[src/rtl/tt_uart_pkg.sv]
// ---------------------------------------------------------------------------
// tt_uart_pkg
//   Shared types and constants for the tt_uart receive path.
//   - rx_state_t     : receiver FSM states (PARITY is only reachable when the
//                      design is built with UART_RX_PARITY_EN defined)
//   - UART_DATA_BITS : data bits per UART word
//   - even_parity()  : parity bit a transmitter sends for a data word under
//                      even parity
// ---------------------------------------------------------------------------
package tt_uart_pkg;

  localparam int UART_DATA_BITS = 8;

  typedef enum logic [2:0] {
    IDLE,
    START,
    DATA,
    PARITY,
    STOP
  } rx_state_t;

  // The even-parity bit makes the total count of ones (data + parity) even,
  // which is simply the XOR reduction of the data.
  function automatic logic even_parity(input logic [UART_DATA_BITS-1:0] data);
    return ^data;
  endfunction

endpackage

[src/rtl/tt_uart_rx_fifo.sv]
// ---------------------------------------------------------------------------
// tt_uart_rx_fifo
//   Generic single-clock FIFO used to buffer received UART bytes.
//   Parameters:
//     WIDTH  data width
//     DEPTH  number of entries; power of 2, >= 2
//   Ports:
//     clk    in   system clock
//     rst_n  in   synchronous reset, active low (empties the FIFO)
//     push   in   write din; accepted when not full, or when full and a pop
//                 happens in the same cycle
//     din    in   write data
//     pop    in   remove the head entry; ignored while empty
//     dout   out  head entry; driven to 0 while empty
//     empty  out  no entries stored
//     full   out  DEPTH entries stored
// ---------------------------------------------------------------------------
module tt_uart_rx_fifo #(
  parameter int WIDTH = 8,
  parameter int DEPTH = 4
) (
  input  logic             clk,
  input  logic             rst_n,
  input  logic             push,
  input  logic [WIDTH-1:0] din,
  input  logic             pop,
  output logic [WIDTH-1:0] dout,
  output logic             empty,
  output logic             full
);

  localparam int PTR_W = (DEPTH > 1) ? $clog2(DEPTH) : 1;
  localparam int CNT_W = $clog2(DEPTH + 1);

  logic [WIDTH-1:0] mem [DEPTH];
  logic [PTR_W-1:0] wr_ptr;
  logic [PTR_W-1:0] rd_ptr;
  logic [CNT_W-1:0] count;
  logic             wr_en;
  logic             rd_en;

  assign empty = (count == '0);
  assign full  = (count == CNT_W'(DEPTH));

  // A write into a full FIFO is still safe when the head leaves in the same
  // cycle, because the freed slot is exactly the one being written.
  assign rd_en = pop && !empty;
  assign wr_en = push && (!full || rd_en);

  assign dout = empty ? '0 : mem[rd_ptr];

  // Pointers wrap naturally because DEPTH is a power of two.
  always_ff @(posedge clk) begin
    if (!rst_n) begin
      wr_ptr <= '0;
      rd_ptr <= '0;
      count  <= '0;
    end else begin
      if (wr_en) begin
        wr_ptr <= wr_ptr + PTR_W'(1);
      end
      if (rd_en) begin
        rd_ptr <= rd_ptr + PTR_W'(1);
      end
      case ({wr_en, rd_en})
        2'b10:   count <= count + CNT_W'(1);
        2'b01:   count <= count - CNT_W'(1);
        default: count <= count;
      endcase
    end
  end

  // Storage needs no reset: dout is masked while the FIFO is empty.
  always_ff @(posedge clk) begin
    if (wr_en) begin
      mem[wr_ptr] <= din;
    end
  end

endmodule

[src/rtl/tt_uart_rx.sv]
// ---------------------------------------------------------------------------
// tt_uart_rx
//   UART receiver feeding the user-logic core of the tt_um top. Deframes
//   8-bit LSB-first words from a serial line, buffers them in a small FIFO
//   and presents them on a valid/ready interface.
//   Optional feature macro: UART_RX_PARITY_EN
//     defined   -> 8E1 frames (11 bits), parity_err_o reports mismatches
//     undefined -> 8N1 frames (10 bits), parity_err_o tied to 0
//   Parameters:
//     CLKS_PER_BIT  clk cycles per UART bit (>= 4)
//     FIFO_DEPTH    receive FIFO entries (power of 2, >= 2)
//   Ports:
//     clk           in   system clock
//     rst_n         in   synchronous reset, active low
//     ena           in   low holds the receiver idle; FIFO keeps its data
//     rx_i          in   asynchronous serial input, idle high
//     data_o        out  FIFO head byte, valid while valid_o = 1
//     valid_o       out  FIFO not empty
//     ready_i       in   consumer takes data_o when valid_o && ready_i
//     frame_err_o   out  1-cycle pulse: stop bit sampled low
//     overrun_o     out  1-cycle pulse: completed byte dropped, FIFO full
//     parity_err_o  out  1-cycle pulse: parity mismatch
// ---------------------------------------------------------------------------
module tt_uart_rx
  import tt_uart_pkg::*;
#(
  parameter int CLKS_PER_BIT = 434,
  parameter int FIFO_DEPTH   = 4
) (
  input  logic                      clk,
  input  logic                      rst_n,
  input  logic                      ena,
  input  logic                      rx_i,
  output logic [UART_DATA_BITS-1:0] data_o,
  output logic                      valid_o,
  input  logic                      ready_i,
  output logic                      frame_err_o,
  output logic                      overrun_o,
  output logic                      parity_err_o
);

  localparam int CNT_W = $clog2(CLKS_PER_BIT);
  localparam int IDX_W = $clog2(UART_DATA_BITS);

  localparam logic [CNT_W-1:0] HALF_CNT = CNT_W'(CLKS_PER_BIT / 2 - 1);
  localparam logic [CNT_W-1:0] FULL_CNT = CNT_W'(CLKS_PER_BIT - 1);
  localparam logic [IDX_W-1:0] LAST_BIT = IDX_W'(UART_DATA_BITS - 1);

  rx_state_t                 state;
  rx_state_t                 state_next;

  logic                      rx_meta;
  logic                      rx_sync;
  logic                      rx_prev;
  logic [CNT_W-1:0]          bit_cnt;
  logic [IDX_W-1:0]          bit_idx;
  logic [UART_DATA_BITS-1:0] shift_reg;
  logic                      parity_bad;

  logic                      start_edge;
  logic                      bit_tick;
  logic                      half_tick;
  logic                      parity_mismatch;

  logic                      push_req;
  logic                      pop;
  logic                      fifo_empty;
  logic                      fifo_full;

  // A start bit is a falling edge of the synchronized line; requiring the
  // edge (not just a low level) stops a line stuck low after a framing error
  // from being mistaken for a stream of new frames.
  assign start_edge      = rx_prev && !rx_sync;
  assign half_tick       = (bit_cnt == HALF_CNT);
  assign bit_tick        = (bit_cnt == FULL_CNT);
  assign parity_mismatch = (rx_sync != even_parity(shift_reg));

  // State register.
  always_ff @(posedge clk) begin
    if (!rst_n) begin
      state <= IDLE;
    end else begin
      state <= state_next;
    end
  end

  // Next-state logic. START is checked at mid-bit so every later sample,
  // spaced a full bit apart, also lands mid-bit. STOP returns to IDLE at the
  // middle of the stop bit, leaving half a bit of slack for the next start
  // edge of a back-to-back frame.
  always_comb begin
    state_next = state;
    if (!ena) begin
      state_next = IDLE;
    end else begin
      case (state)
        IDLE: begin
          if (start_edge) begin
            state_next = START;
          end
        end
        START: begin
          if (half_tick) begin
            state_next = rx_sync ? IDLE : DATA;
          end
        end
        DATA: begin
          if (bit_tick && (bit_idx == LAST_BIT)) begin
`ifdef UART_RX_PARITY_EN
            state_next = PARITY;
`else
            state_next = STOP;
`endif
          end
        end
        PARITY: begin
          if (bit_tick) begin
            state_next = STOP;
          end
        end
        STOP: begin
          if (bit_tick) begin
            state_next = IDLE;
          end
        end
        default: state_next = IDLE;
      endcase
    end
  end

  // Synchronizer, bit timing and data capture. The bit counter restarts in
  // IDLE and whenever the receiver is disabled, so an aborted frame leaves
  // nothing behind.
  always_ff @(posedge clk) begin
    if (!rst_n) begin
      rx_meta    <= 1'b1;
      rx_sync    <= 1'b1;
      rx_prev    <= 1'b1;
      bit_cnt    <= '0;
      bit_idx    <= '0;
      shift_reg  <= '0;
      parity_bad <= 1'b0;
    end else begin
      rx_meta <= rx_i;
      rx_sync <= rx_meta;
      rx_prev <= rx_sync;

      if (!ena || (state == IDLE)) begin
        bit_cnt    <= '0;
        bit_idx    <= '0;
        parity_bad <= 1'b0;
      end else if (state == START) begin
        bit_cnt <= half_tick ? '0 : bit_cnt + CNT_W'(1);
      end else begin
        bit_cnt <= bit_tick ? '0 : bit_cnt + CNT_W'(1);
      end

      if (ena && (state == DATA) && bit_tick) begin
        shift_reg <= {rx_sync, shift_reg[UART_DATA_BITS-1:1]};
        bit_idx   <= bit_idx + IDX_W'(1);
      end

      if (ena && (state == PARITY) && bit_tick) begin
        parity_bad <= parity_mismatch;
      end
    end
  end

  // Output logic: the stop-bit sample either hands the byte to the FIFO or
  // flags a framing error. A byte with bad parity is dropped silently here
  // because its error was already reported at the parity sample.
  always_comb begin
    push_req     = 1'b0;
    frame_err_o  = 1'b0;
    parity_err_o = 1'b0;
    if (ena) begin
      case (state)
`ifdef UART_RX_PARITY_EN
        PARITY: begin
          if (bit_tick && parity_mismatch) begin
            parity_err_o = 1'b1;
          end
        end
`endif
        STOP: begin
          if (bit_tick) begin
            if (rx_sync) begin
              push_req = !parity_bad;
            end else begin
              frame_err_o = 1'b1;
            end
          end
        end
        default: begin
          push_req = 1'b0;
        end
      endcase
    end
  end

  assign valid_o   = !fifo_empty;
  assign pop       = valid_o && ready_i;
  assign overrun_o = push_req && fifo_full && !pop;

  tt_uart_rx_fifo #(
    .WIDTH (UART_DATA_BITS),
    .DEPTH (FIFO_DEPTH)
  ) u_fifo (
    .clk   (clk),
    .rst_n (rst_n),
    .push  (push_req),
    .din   (shift_reg),
    .pop   (pop),
    .dout  (data_o),
    .empty (fifo_empty),
    .full  (fifo_full)
  );

endmodule
[config.mk]
export PLATFORM = sky130hd
export DESIGN_NAME = tt_uart_rx
export DESIGN_NICKNAME = d
export VERILOG_FILES = /design/src/rtl/tt_uart_pkg.sv /design/src/rtl/tt_uart_rx_fifo.sv /design/src/rtl/tt_uart_rx.sv
export SDC_FILE = /design/constraint.sdc
export NUM_CORES = 1
export LEC_CHECK = 0
export CAP_MARGIN = 10
export CELL_PAD_IN_SITES_DETAIL_PLACEMENT = 0
export CELL_PAD_IN_SITES_GLOBAL_PLACEMENT = 1
export CORE_ASPECT_RATIO = 1.1
export CORE_UTILIZATION = 52
export CTS_CLUSTER_SIZE = 20
export DETAILED_ROUTE_END_ITERATION = 8
export MAX_ROUTING_LAYER = met4
export PLACE_DENSITY_LB_ADDON = 0.15
export SLEW_MARGIN = 20
export SYNTH_ARGS = -nofsm -noshare
export SYNTH_HDL_FRONTEND = slang
export SYNTH_HIERARCHICAL = 1
export SYNTH_SLANG_ARGS = --single-unit
[constraint.sdc]
create_clock -name clk -period 6.25 [get_ports clk]
set_input_delay 1.5625 -clock clk [delete_from_list [all_inputs] [get_ports clk]]
set_output_delay 1.5625 -clock clk [all_outputs]
set_load 0.005 [all_outputs]
==> impl_metrics.ini <==
[routing]
vias_per_cell = 5.37
drt_drc_violations_left = 0
drtIter0Drc = 142
first_pass_iters = 4
ant_nets = 0
wl_per_cell_um = 14.1
routed_wl_mm = 5.09
num_vias = 1944

[place]
dp_hpwl_mm = 3.41
gp_congestion = 0.729
io_buffer_count = 15

[timing]
rsz0062_at_grt = no
slew_viol_final = 0
min_period_ps = 4860
tightest_slew_ps = 654
finalClockSkew_ps = 9.09
setup_viol = 0
fmax_mhz = 206
final.setup.tns_ps = 0
slew_headroom = 0.562
hold_violations = 0
period_share = 0.778

[logic_synthesis]
synth_top_area_share = 0.301
ys_seq_area_frac = 0.527
async_flop_share = 0
synth_area_leader_cell = edfxtp_1
syn_inst = 265
syn-cell-area_sq_um = 3190
avgSynthCellArea_sq_um = 12.0
synth_cell_types = 56
syn_nets = 280
yosys_register_bits = 68
ys_warn_count = 6
synth_top_flop_cell = dfxtp_1
synth-edff-count = 32
synth_area_leaders = edfxtp_1 30%, dfxtp_1 23%, mux4_2 5.6%

[global_route]
grt_pass1_wl_mm = 8.74
overflow = 0
grt_pass1_vias = 1875
grt_start_max_net_pins = 14
globalRouteTotalUtil = 0.183
antenna_found_initial = 0

[clock_tree]
htreeDepth = 3
hold_buffers = 0
ctsLongestPathBuffers = 2
path_clk_slew_ps = 70
root_buffer = clkbuf_8
cts_tree = built
clk_latency_ps = 340
post_cts_resized = 0
numCtsBuffers = 9
clock-sinks = 68
postCtsSetupBuffers = 0

[die]
io_pins = 17
design.die.area_sq_um = 6450
die_y_um = 84.2
start_util = 0.546
dieWidth_um = 76.7
floorplan.rows = 29
coreArea_sq_um = 5840

[hold_path]
hold_class = flip-flop to flip-flop

[finish]
final_common_cell = dfxtp_1
multi_input_area_sq_um = 1360
fillers = 502
diodes = 0
drive_gt1_frac = 0.140
ff_latch_area_sq_um = 1680
nets = 295
largest_reg_flops = 32
syn_to_final_growth_pct = 11.5
layout_common_cells = 36 x dfxtp_1, 32 x edfxtp_1, 24 x nor2_1

[worst_setup_path]
setup.worst_path.start_class = input pin
cp_cell_sequence = clkdlybuf4s50_1 -> nand2_1 -> nor4_1 -> buf_4 -> and3b_1 -> clkdlybuf4s50_1
crit_top_cell = clkdlybuf4s50_1
crit_fanout = 10
rrSetupSlack_ps = 3690
worstSetupEndpointType = output port
max_stage_delay_ps = 570
critPathKind = input pin to output port
required_ps = 4690
cp_data_arrival_time_ps = 3300
critPathSlowestCell = clkdlybuf4s50_1

[power]
peakVddDrop_uv = 124
cellPowerDensity_nw_per_um2 = 233
total_power_uw = 829
power_leakage_nw = 1.35

[run_status]
status = finished clean

[flow_run]
cap_violations = 0
-- cells in the mapped netlist, drive strengths merged, types with 2 or more instances --
library cell  count
a21oi             5
a31oi             2
and2              5
and4              2
and4b             2
and4bb            3
buf              11
clkbuf            2
dfxtp            36
edfxtp           32
ha                9
inv              15
mux2i            11
mux4              8
nand2            10
nand2b            5
nand3            12
nand4             6
nor2             25
nor2b            11
nor3              4
nor3b             2
o211ai            3
o21ai             2
o31ai             3
or3               2
or3b              2
xnor2             9
xor2              8
-- power breakdown --
part | switching, mW | total [mW] | internal (mW)
clock network | 0.159 | 0.352 | 0.193
registers | 0.00132 | 0.464 | 0.463
logic | 0.00692 | 0.0124 | 0.00549
total | 0.168 | 0.829 | 0.661
-- path summary, 6_finish.rpt --
check,start,endpoint,depth (start not counted)
worst min-delay path,rx_meta,rx_sync,1
worst max register to register,bit_cnt[3],u_fifo/mem[3][0],7
worst max-delay path,ena,overrun_o,6
worst min register to register,rx_meta,rx_sync,1
-- metal layers --
| layer | vias up | GRT usage | wire length [um] | part of all wire |
|---|---|---|---|---|
| met5 | - | - | 0 | 0 |
| met4 | 0 | 0.105 | 117 | 0.023 |
| met3 | 10 | 0.0359 | 126 | 0.025 |
| met2 | 33 | 0.291 | 2510 | 0.49 |
| met1 | 925 | 0.217 | 2340 | 0.46 |
| li1 | 976 | - | - | - |
-- layout make-up --
cell class              instances  area share
clock inverters                 5      0.0148
clock buffers                  11      0.0398
multi-input cells             169       0.383
flip-flops and latches         68       0.473
well taps                      77      0.0271
inverters                      15      0.0158
repair buffers                 17      0.0464
-- cell families after synthesis --
family          synth area share
compound gates            0.0561
xor+xnor                  0.0537
fa+ha+maj                 0.0416
buf+inv                   0.0459
flops                      0.527
mux                       0.0910
other cells              0.00118
simple gates               0.184
-- stage by stage --
stage	setup slack, ps	hold WS [ps]	cells	instance area [sq um]	utilization
4_1_cts	1390	414	362	3560	0.609
3_5_place_dp	1390	394	346	3360	0.575
6_report	1390	414	362	3560	0.609
3_3_place_gp	1430	393	346	3360	0.575
2_1_floorplan	2590	386	265	3190	-
5_1_grt	1270	428	362	3560	0.609
-- worst max-delay path, delay by kind of cell --
kind | cells | cell delay (ps)
simple gates | 3 | 460
buf+inv | 3 | 1280
No activity file was read; power rests on OpenSTA's default activity.
